File: config.mk
export PLATFORM = sky130hd
export DESIGN_NAME = apb_master_bridge
export DESIGN_NICKNAME = d
export VERILOG_FILES = /design/src/rtl/apb_pkg.sv /design/src/rtl/apb_master_bridge.sv
export SDC_FILE = /design/constraint.sdc
export NUM_CORES = 1
export LEC_CHECK = 0
export ABC_CLOCK_PERIOD_IN_PS = 6700
export BUFFER_PORTS_ARGS = -buffer_cell sky130_fd_sc_hd__buf_2
export CAP_MARGIN = 10
export CORE_UTILIZATION = 30
export DETAILED_ROUTE_END_ITERATION = 6
export PLACE_DENSITY_LB_ADDON = 0.12
export SLEW_MARGIN = 20
export SYNTH_ARGS = -nofsm -noshare
export SYNTH_HDL_FRONTEND = slang
export SYNTH_SLANG_ARGS = --single-unit
File: constraint.sdc
create_clock -name PCLK -period 6.7 [get_ports PCLK]
set_clock_uncertainty 0.15 [all_clocks]
set_input_delay 0.67 -clock PCLK [delete_from_list [all_inputs] [get_ports PCLK]]
set_output_delay 0.67 -clock PCLK [all_outputs]
set_load 0.005 [all_outputs]
File: src/rtl/apb_pkg.sv
// Shared types and default widths for the APB initiator bridge.
package apb_pkg;

    localparam int unsigned APB_ADDR_W = 16;
    localparam int unsigned APB_DATA_W = 16;

    typedef enum logic [1:0] {
        IDLE   = 2'd0,
        SETUP  = 2'd1,
        ACCESS = 2'd2,
        RESP   = 2'd3
    } apb_state_e;

    typedef struct packed {
        logic                  write;
        logic [APB_ADDR_W-1:0] addr;
        logic [APB_DATA_W-1:0] wdata;
    } apb_req_t;

    typedef struct packed {
        logic [APB_DATA_W-1:0] rdata;
        logic                  err;
        logic                  timeout;
    } apb_rsp_t;

endpackage

File: src/rtl/apb_master_bridge.sv
// APB3 initiator: single outstanding request in, APB transfer out, response back,
// with an optional PREADY wait-state limit that aborts stalled transfers.
module apb_master_bridge
    import apb_pkg::*;
#(
    parameter int unsigned ADDR_W         = APB_ADDR_W,
    parameter int unsigned DATA_W         = APB_DATA_W,
    parameter int unsigned TIMEOUT_CYCLES = 256
) (
    input  logic              PCLK,
    input  logic              PRESETn,
    input  logic              req_valid,
    output logic              req_ready,
    input  logic              req_write,
    input  logic [ADDR_W-1:0] req_addr,
    input  logic [DATA_W-1:0] req_wdata,
    output logic              rsp_valid,
    input  logic              rsp_ready,
    output logic [DATA_W-1:0] rsp_rdata,
    output logic              rsp_err,
    output logic              rsp_timeout,
    output logic              busy,
    output logic              PSEL,
    output logic              PENABLE,
    output logic              PWRITE,
    output logic [ADDR_W-1:0] PADDR,
    output logic [DATA_W-1:0] PWDATA,
    input  logic [DATA_W-1:0] PRDATA,
    input  logic              PREADY,
    input  logic              PSLVERR
);

    localparam int unsigned CNT_W = (TIMEOUT_CYCLES == 0) ? 1 : $clog2(TIMEOUT_CYCLES + 1);
    localparam bit          TO_EN = (TIMEOUT_CYCLES != 0);
    localparam logic [CNT_W-1:0] CNT_LAST =
        CNT_W'((TIMEOUT_CYCLES == 0) ? 0 : TIMEOUT_CYCLES - 1);

    apb_state_e        state_q, state_d;
    logic              psel_q, psel_d;
    logic              penable_q, penable_d;
    logic              pwrite_q, pwrite_d;
    logic [ADDR_W-1:0] paddr_q, paddr_d;
    logic [DATA_W-1:0] pwdata_q, pwdata_d;
    logic              req_ready_q, req_ready_d;
    logic              rsp_valid_q, rsp_valid_d;
    logic [DATA_W-1:0] rsp_rdata_q, rsp_rdata_d;
    logic              rsp_err_q, rsp_err_d;
    logic              rsp_timeout_q, rsp_timeout_d;
    logic [CNT_W-1:0]  cnt_q, cnt_d;

    always_comb begin
        state_d       = state_q;
        psel_d        = psel_q;
        penable_d     = penable_q;
        pwrite_d      = pwrite_q;
        paddr_d       = paddr_q;
        pwdata_d      = pwdata_q;
        req_ready_d   = req_ready_q;
        rsp_valid_d   = rsp_valid_q;
        rsp_rdata_d   = rsp_rdata_q;
        rsp_err_d     = rsp_err_q;
        rsp_timeout_d = rsp_timeout_q;
        cnt_d         = cnt_q;

        unique case (state_q)
            IDLE: begin
                if (req_valid) begin
                    pwrite_d    = req_write;
                    paddr_d     = req_addr;
                    pwdata_d    = req_wdata;
                    psel_d      = 1'b1;
                    req_ready_d = 1'b0;
                    cnt_d       = '0;
                    state_d     = SETUP;
                end
            end
            SETUP: begin
                penable_d = 1'b1;
                state_d   = ACCESS;
            end
            ACCESS: begin
                // PREADY takes priority over an abort on the same edge.
                if (PREADY) begin
                    rsp_rdata_d   = pwrite_q ? '0 : PRDATA;
                    rsp_err_d     = PSLVERR;
                    rsp_timeout_d = 1'b0;
                    psel_d        = 1'b0;
                    penable_d     = 1'b0;
                    rsp_valid_d   = 1'b1;
                    state_d       = RESP;
                end else if (TO_EN && (cnt_q == CNT_LAST)) begin
                    rsp_rdata_d   = '0;
                    rsp_err_d     = 1'b1;
                    rsp_timeout_d = 1'b1;
                    psel_d        = 1'b0;
                    penable_d     = 1'b0;
                    rsp_valid_d   = 1'b1;
                    state_d       = RESP;
                end else if (cnt_q != '1) begin
                    cnt_d = cnt_q + CNT_W'(1);
                end
            end
            RESP: begin
                if (rsp_ready) begin
                    rsp_valid_d = 1'b0;
                    req_ready_d = 1'b1;
                    cnt_d       = '0;
                    state_d     = IDLE;
                end
            end
            default: state_d = IDLE;
        endcase
    end

    always_ff @(posedge PCLK or negedge PRESETn) begin
        if (!PRESETn) begin
            state_q       <= IDLE;
            psel_q        <= 1'b0;
            penable_q     <= 1'b0;
            pwrite_q      <= 1'b0;
            paddr_q       <= '0;
            pwdata_q      <= '0;
            req_ready_q   <= 1'b1;
            rsp_valid_q   <= 1'b0;
            rsp_rdata_q   <= '0;
            rsp_err_q     <= 1'b0;
            rsp_timeout_q <= 1'b0;
            cnt_q         <= '0;
        end else begin
            state_q       <= state_d;
            psel_q        <= psel_d;
            penable_q     <= penable_d;
            pwrite_q      <= pwrite_d;
            paddr_q       <= paddr_d;
            pwdata_q      <= pwdata_d;
            req_ready_q   <= req_ready_d;
            rsp_valid_q   <= rsp_valid_d;
            rsp_rdata_q   <= rsp_rdata_d;
            rsp_err_q     <= rsp_err_d;
            rsp_timeout_q <= rsp_timeout_d;
            cnt_q         <= cnt_d;
        end
    end

    assign PSEL        = psel_q;
    assign PENABLE     = penable_q;
    assign PWRITE      = pwrite_q;
    assign PADDR       = paddr_q;
    assign PWDATA      = pwdata_q;
    assign req_ready   = req_ready_q;
    assign rsp_valid   = rsp_valid_q;
    assign rsp_rdata   = rsp_rdata_q;
    assign rsp_err     = rsp_err_q;
    assign rsp_timeout = rsp_timeout_q;
    assign busy        = (state_q != IDLE);

endmodule

# [Yosys cells after proc, flatten, opt, wreduce, memory -nomap -nowiden]
# Cells that the tools add are included.
[totals] ff_bits=66 output_inout_bits=56
[op_classes] add_sub_neg=1 n_eq_ne=11 n_mux=28 reduce_logical=16
[ops] cell="$mux 16" n=3
[ops] cell="$mux 9" n=5
[ops] cell="$pmux 9 s3" n=1
[ops] cell="$reduce_and 3->1" n=4
[ops] cell="$reduce_bool 2->1" n=6
[ops] cell="$mux 1" n=10
[ops] cell="$ne 2x2->1 const B" n=5
[ops] cell="$add 9x1->9 const B" n=1
[ops] cell="$eq 9x8->1 const B" n=1
[ops] cell="$ne 9x9->1 const B" n=1
[ops] cell="$mux 2" n=4
[ops] cell="$pmux 1 s2" n=4
[ops] cell="$pmux 2 s4" n=1
[ops] cell="$reduce_and 2->1" n=3
[ops] cell="$reduce_and 6->1" n=1
[ops] cell="$eq 2x2->1 const B" n=2
[ops] cell="$ne 3x3->1 const B" n=1
[ops] cell="$reduce_bool 3->1" n=1
[ops] cell="$eq 2x1->1 const B" n=1
[ops] cell="$logic_not 2->1" n=1

# [Longest topological paths before layout]
# Gate-level depths: netlist of the first run.
[depth] word_depth=5 mapped_depth=7

# [Least setup slack after synthesis of the first run]
# No wires, ideal clock.
[synth_path] path_type="flip-flop to flip-flop" startpoint="reg cnt_q[4]" endpoint="reg cnt_q[0]" setup_ns=0.125 arrival_time_ns=2.168 required_ns=6.425 path_slack_ns=4.257 stages_incl_launch_ff=7 path_buffers=0 period_less_slack_ns=2.443 cell_sequence="dfrtp_1 -> and4_1 -> and4_1 -> ha_1 -> o31a_4 -> nor4_2 -> mux2_2"
[synth_via] elab_chain_cells=3 word_cells_on_any_way=5
[synth_lines] item="start, declared" line_no="apb_master_bridge.sv:49" source="logic [CNT_W-1:0] cnt_q, cnt_d;"
[synth_lines] item="start signal, assigned" line_no="apb_master_bridge.sv:141" source="cnt_q <= cnt_d;"
[synth_lines] item="$ne 9x9->1 or $eq 9x8->1 (tied branches)" line_no="apb_master_bridge.sv:99, apb_master_bridge.sv:91"
[synth_lines] item="$ne 2x2->1 (no line)"
[synth_lines] item="$reduce_and 6->1 (no line) *"
# Mark *: on every way between the ends. The rest lies on a longest branch, timed or not.
# A chain may end at the register's enable or synchronous reset.

# [Final worst setup path of the first run]
[layout_path] startpoint="reg cnt_q[0]" endpoint="reg cnt_q[0]"
[layout_via] elab_chain_cells=5 word_cells_on_any_way=10
[layout_lines] item="$add 9x1->9" line_no="apb_master_bridge.sv:100" source="cnt_d = cnt_q + CNT_W'(1);"
[layout_lines] item="$mux 9" line_no="apb_master_bridge.sv:99" source="end else if (cnt_q != '1) begin"
[layout_lines] item="$mux 9" line_no="apb_master_bridge.sv:91" source="end else if (TO_EN && (cnt_q == CNT_LAST)) begin"
[layout_lines] item="$mux 9" line_no="apb_master_bridge.sv:83" source="if (PREADY) begin"
[layout_lines] item="$pmux 9 s3" line_no="apb_master_bridge.sv:65" source="unique case (state_q)"
# Parallel ways exist; a longest one is shown, timed or not. The select of a mux whose other input is x is not followed.

==> out/results.txt, run 1 <==
post-synthesis async set-or-reset flop share -> 100.0%
Worst VDD drop -> 194.1 uV
# setup viols final -> 0
outcome -> finished, final reports clean
gate count of the mapped netlist -> 253
Post-synth EDFFs -> 0
Worst setup EP type -> flop
Static Leakage -> 1.865 nW
pre-CTS setup slack -> 3.980 ns
Mapped Nets -> 317
Primary FF master, synth -> dfrtp_1
cts bufs inserted -> 9
drt drc -> 0
Slew @ Worst Pin -> 0.9138 ns
Post-Layout Cell Count -> 496
relative slew slack -> 39.08%
vias in the first global route -> 2,162
setup TNS -> 0 ns
post-cts repair resize count -> 0
die area -> 0.01020 mm^2
Global Route Usage Sum -> 13.81%
total grt overflow -> 0
CTS HTree Levels -> 3
fmax -> 372.1 MHz
FF-to-FF Start -> cnt_q[0]
initial antenna violation count -> 0
I/O pin cnt -> 111
CP Max Fanout -> 8
share of layout cells above drive strength 1 -> 46.05%
Seq/Total Area, Yosys -> 56.21%
crit path to -> cnt_q[0]
Avg Cell Area, Syn -> 11.62 um^2
Distinct cells, synth -> 39
maximum root-to-sink buffer count -> 2
Worst R2R Setup Slack -> 4.01 ns
drt via density -> 4.540
r2r endpoint -> cnt_q[0]
power density cells -> 433.9 mW/mm^2
Initial Util -> 31.38%
clk_lat worst skew -> 0.34 ns
Die X -> 101 um
vias -> 2,252
num rows -> 35
final wirelength -> 6838 um
initial DRC count -> 73
CTS tree -> done
Hold Fails Final Rpt -> 0
commonest non-fill, non-tap cells in the layout -> buf_2, dfrtp_1, nand2_1
Max Slew Vio Count -> 0
Final Critical Period -> 2.688 ns
Post-CTS Hold Buffers -> 0
PnR worst setup slack -> 4.012 ns
ANT cells -> 0
post-layout net count -> 426
ANT nets after route -> 0
CTS clk-pin slew, worst paths -> 0.07 ns
drt wl/cell -> 13.79 um
hpwl dp -> 4755 um
first-pass GRT wire length -> 10,690 um
FF+latch count, synth -> 66
Final period util -> 40.11%
Worst Path Class, Setup -> flop to flop
Crit. Startpoint -> cnt_q[0]
min-delay worst type -> flop to flop
Critical Path Source Type -> flop
Worst Reg-to-Reg Cells -> 6
Core Footprint -> 0.009371 mm^2
Final GP Congestion -> 0.7443
CP Data Arrival Time -> 2.76 ns
Syn-to-layout area delta -> 30.60%
Max Cap Viol -> 0
Synth Cell Area -> 0.002940 mm^2
IO Port Bufs -> 110
dpl cells -> 480
number of synthesis warnings -> 0
FILL cells -> 988
CTS root buf -> clkbuf_8
RSZ-0062 raised after global routing -> no
CTS Sinks -> 66
pin count of the biggest net entering global routing -> 67
commonest non-fill, non-tap cell in the layout -> buf_2
Req. time, crit path -> 6.78 ns
Setup Buffers After CTS -> 0
TritonRoute pass-1 iters -> 4
Die H -> 101 um
how the worst min path moves through the flow:
stage,end,cells past startpoint,startpoint,slack (ns)
6_report,rsp_rdata[4],2,rsp_rdata[4],0.32
4_1_cts,rsp_rdata[9],2,rsp_rdata[9],0.33
3_3_place_gp,rsp_rdata[14],2,rsp_rdata[14],0.31
5_1_grt,rsp_rdata[5],2,rsp_rdata[5],0.36
3_5_place_dp,rsp_rdata[9],2,rsp_rdata[9],0.32
2_1_floorplan,PADDR[0],0,PRESETn,0.22
worst max-delay path, cell delays in order, from the launching register on:
cell	delay (ns)
dfrtp_1	0.43
ha_1	0.30
and4_1	0.20
ha_1	0.29
o31a_4	0.36
nor4_2	0.46
mux2_2	0.38
per-stage QoR:
step | area, um^2 | util [%] | total power, mW | hold WS [ns]
after global placement | 3611 | 38.53 | 1.300 | 0.3062
final | 3840 | 40.97 | 1.666 | 0.3248
after detailed placement | 3611 | 38.53 | 1.315 | 0.3162
after floorplan | 2940 | - | 1.038 | 0.2244
after CTS | 3830 | 40.87 | 1.698 | 0.3335
after global routing | 3840 | 40.97 | 1.801 | 0.3624
registers in the layout (all words and copies together) (netlist names):
name and cells:
PWRITE 1, rsp_valid 1, rsp_timeout 1, PENABLE 1, PWDATA 16, rsp_rdata 16
PADDR 16, PSEL 1, rsp_err 1, state_q 2, req_ready 1, cnt_q 9
synthesized netlist by cell type, drive strengths merged, types with 2 or more instances:
cell type   n  share of area (%)
dfrtp      65                 55
o311ai      4                1.2
a21oi       5               0.85
inv         7               0.89
or4         2               0.64
nand3       5               0.85
mux2i       4                1.4
nand2b      6                1.3
clkbuf     10                1.3
buf         4               0.77
nand2      43                5.5
o211ai      3               0.77
o31ai       3               0.77
ha          9                3.8
and4        2               0.60
mux2       35                 13
nor2b       3               0.64
o41ai       3               0.89
o21ai      20                3.4
nor4        2               0.64
nand3b      2               0.51
nor2        4               0.51
cell type report:
| class | count | area, um^2 | area share, % |
|---|---|---|---|
| Timing Repair Buffer | 112 | 565.5 | 14.73 |
| Multi-Input combinational cell | 166 | 1215 | 31.64 |
| Clock inverter | 5 | 77.57 | 2.020 |
| Tap cell | 129 | 161.4 | 4.203 |
| Clock buffer | 11 | 141.4 | 3.682 |
| Inverter | 7 | 26.28 | 0.6843 |
| Sequential cell | 66 | 1653 | 43.04 |
cells by family after synthesis:
kind of cell / Yosys count / share of synthesized area, %
AOI/OAI and AO/OA: 45 / 10.21
adders and majority gates: 9 / 3.830
buffers and inverters: 21 / 2.936
DFF: 66 / 56.21
muxes: 39 / 14.77
and+or+nand+nor: 73 / 12.04
power breakdown:
part	total, mW	switching, mW	internal (mW)
Clock	0.373	0.154	0.219
Combinational	0.622	0.304	0.318
Sequential	0.671	0.0919	0.579
Total	1.67	0.550	1.12
layer usage:
metal	vias to the layer above	global-route usage [%]	share of wire, %
met1	1068	16.81	43
met3	10	4.369	5.5
met4	0	5.017	1.3
met2	62	22.97	50
met5	-	0	0
li1	1112	-	-
Power figures use the tool's default switching activity.
==> run 2: changes to the inputs <==
--- a/config.mk
+++ b/config.mk
@@ -5,7 +5,7 @@
 export SDC_FILE = /design/constraint.sdc
 export NUM_CORES = 1
 export LEC_CHECK = 0
-export ABC_CLOCK_PERIOD_IN_PS = 6700
+export ABC_CLOCK_PERIOD_IN_PS = 2250
 export BUFFER_PORTS_ARGS = -buffer_cell sky130_fd_sc_hd__buf_2
 export CAP_MARGIN = 10
 export CORE_UTILIZATION = 30
==> constraint.sdc (replaced) <==
create_clock -name PCLK -period 2.25 [get_ports PCLK]
set_clock_uncertainty 0.15 [all_clocks]
set_input_delay 0.225 -clock PCLK [delete_from_list [all_inputs] [get_ports PCLK]]
set_output_delay 0.225 -clock PCLK [all_outputs]
set_load 0.005 [all_outputs]
==> out/results.txt, run 2 (synthesis gave the netlist of run 1 again) <==
I/O pin cnt -> 111 (unchanged)
ANT nets after route -> 0 (unchanged)
vias in the first global route -> 2,359 (+9.1%)
drt wl/cell -> 12.45 um (-9.7%)
total power -> 5.131 mW (+210%)
Initial Util -> 31.38% (unchanged)
RSZ-0062 raised after global routing -> yes
CTS Sinks -> 66 (unchanged)
ANT cells -> 0 (unchanged)
# setup viols final -> 0 (unchanged)
pin count of the biggest net entering global routing -> 67 (unchanged)
Worst Reg-to-Reg Cells -> 6 (unchanged)
metal1 wirelength -> 3125 um (+6.4%)
share of layout cells above drive strength 1 -> 45.21% (-0.84 points)
dpl cells -> 499 (+4.0%)
Core Footprint -> 0.009371 mm^2 (unchanged)
CP Max Fanout -> 6 (-2)
met2 wire len -> 3485 um (+1.5%)
fmax -> 451.5 MHz (+21%)
relative slew slack -> 76.12% (+37 points)
total grt overflow -> 0 (unchanged)
maximum root-to-sink buffer count -> 2 (unchanged)
IO Port Bufs -> 110 (unchanged)
hold depth -> 2 (unchanged)
Crit. Startpoint -> cnt_q[5]
Max Slew Vio Count -> 0 (unchanged)
Die X -> 101 um (unchanged)
initial antenna violation count -> 0 (unchanged)
Hold EP -> rsp_timeout
Crit path buffers/inverters -> 0 (unchanged)
Slew @ Worst Pin -> 0.3583 ns (-0.5555 ns)
r2r endpoint -> cnt_q[4]
Worst Path Class, Setup -> flop to flop
Die H -> 101 um (unchanged)
Worst R2R Setup Slack -> 0.03 ns (-3.98 ns)
FF-to-FF Start -> cnt_q[5]
crit-path cells -> and4_4, and4_4, ha_4, o31a_4, or4_4, o311ai_2
met3 routed WL -> 350 um (-6.7%)
Global Route Usage Sum -> 14.42% (+0.61 points)
Crit path largest cell delay -> 0.45 ns (about the same)
CTS tree -> done
post-layout net count -> 497 (+17%)
Critical Path Source Type -> flop
num rows -> 35 (unchanged)
first-pass GRT wire length -> 11,310 um (+5.8%)
CTS HTree Levels -> 3 (unchanged)
top layer in use -> met4
Final GP Congestion -> 0.7393 (-0.67%)
pre-CTS setup slack -> 0.03929 ns (-3.940 ns)
vias -> 2,494 (+11%)
clk_lat worst skew -> 0.35 ns (about the same)
outcome -> finished, final reports clean
Worst setup EP type -> flop
Crit path max-delay family -> simple AND/OR/NAND/NOR gates
commonest non-fill, non-tap cell in the layout -> buf_2
CTS root buf -> clkbuf_8
die area -> 0.01020 mm^2 (unchanged)
drt via density -> 4.399 (-3.1%)
crit-path most repeated cell -> and4_4
TritonRoute pass-1 iters -> 4 (unchanged)
cts bufs inserted -> 9 (unchanged)
Syn-to-layout area delta -> 55.74%
Final Critical Period -> 2.215 ns (-0.4726 ns)
Post-Layout Cell Count -> 567 (+14%)
drt drc -> 0 (unchanged)
final wirelength -> 7061 um (+3.3%)
commonest non-fill, non-tap cells in the layout -> buf_2, dfrtp_1, dlygate4sd3_1
PnR worst setup slack -> 0.03493 ns (-3.977 ns)
Final period util -> 98.45% (+58 points)
CTS clk-pin slew, worst paths -> 0.07 ns (about the same)
CP Data Arrival Time -> 2.32 ns (-0.44 ns)
Req. time, crit path -> 2.35 ns (-4.43 ns)
HP Start -> PREADY
slowest CP cell -> or4_4
Static Leakage -> 2.201 nW (+18%)
Worst VDD drop -> 399.1 uV (+110%)
Max Cap Viol -> 0 (unchanged)
min-delay worst type -> input port to flop
initial DRC count -> 129 (+77%)
WHS -> 0.06148 ns (-0.2633 ns)
hpwl dp -> 4588 um (-3.5%)
power density cells -> 1120 mW/mm^2 (+160%)
Hold Fails Final Rpt -> 0 (unchanged)
run 2: changes by cell type in the layout (fill, tap and decap cells not counted), sizes merged:
cell	before	now
bufinv	2	1
clkinvlp	1	2
dlygate4sd3	0	52
inv	7	8
buf	112	131
clkbuf	11	10
run 2: stage by stage:
step	utilization (%)	instance area [um^2]	setup TNS, ns
after global placement	40.76	3820	0
after floorplan	-	2969	-0.04884
after detailed placement	40.76	3820	0
final	48.87	4579	0
after global routing	48.87	4579	-0.07189
after CTS	48.46	4542	0
run 2: layout make-up:
cell class                 count  area, um^2
fill                         886        4792
sequential                    66        1653
multi-input combinational    166        1271
timing repair buffer         183        1266
tap                          129       161.4
clock buffer                  10       137.6
clock inverter                 6       63.81
inverter                       7       26.28
run 2: timing repair:
action,CTS,global route
setup endpoints to repair,0,8
setup buffers,0,0
gates resized for setup,0,6
endpoints found under the hold margin,117,0
hold buffers,52,0
run 2: report_power, final:
part | internal [mW] | switching (mW) | leakage [nW] | total [mW]
clock | 0.541 | 0.477 | 0.0987 | 1.02
sequential | 1.72 | 0.250 | 0.821 | 1.97
combinational | 1.15 | 0.984 | 1.28 | 2.14
run 2: how the worst max path moves through the flow:
stage	endpoint	slack [ns]	cells past startpoint
2_1_floorplan	cnt_q[0]	-0.05	6
3_3_place_gp	cnt_q[4]	0.04	6
3_5_place_dp	cnt_q[2]	0.04	7
4_1_cts	cnt_q[4]	0.03	6
5_1_grt	cnt_q[4]	-0.04	7
6_report	cnt_q[4]	0.03	6
run 2: metal layers:
layer	global-route usage, %	up-vias
met5	0	-
met4	5.797	0
met3	3.883	8
met2	24.03	67
met1	17.73	1166
li1	-	1253
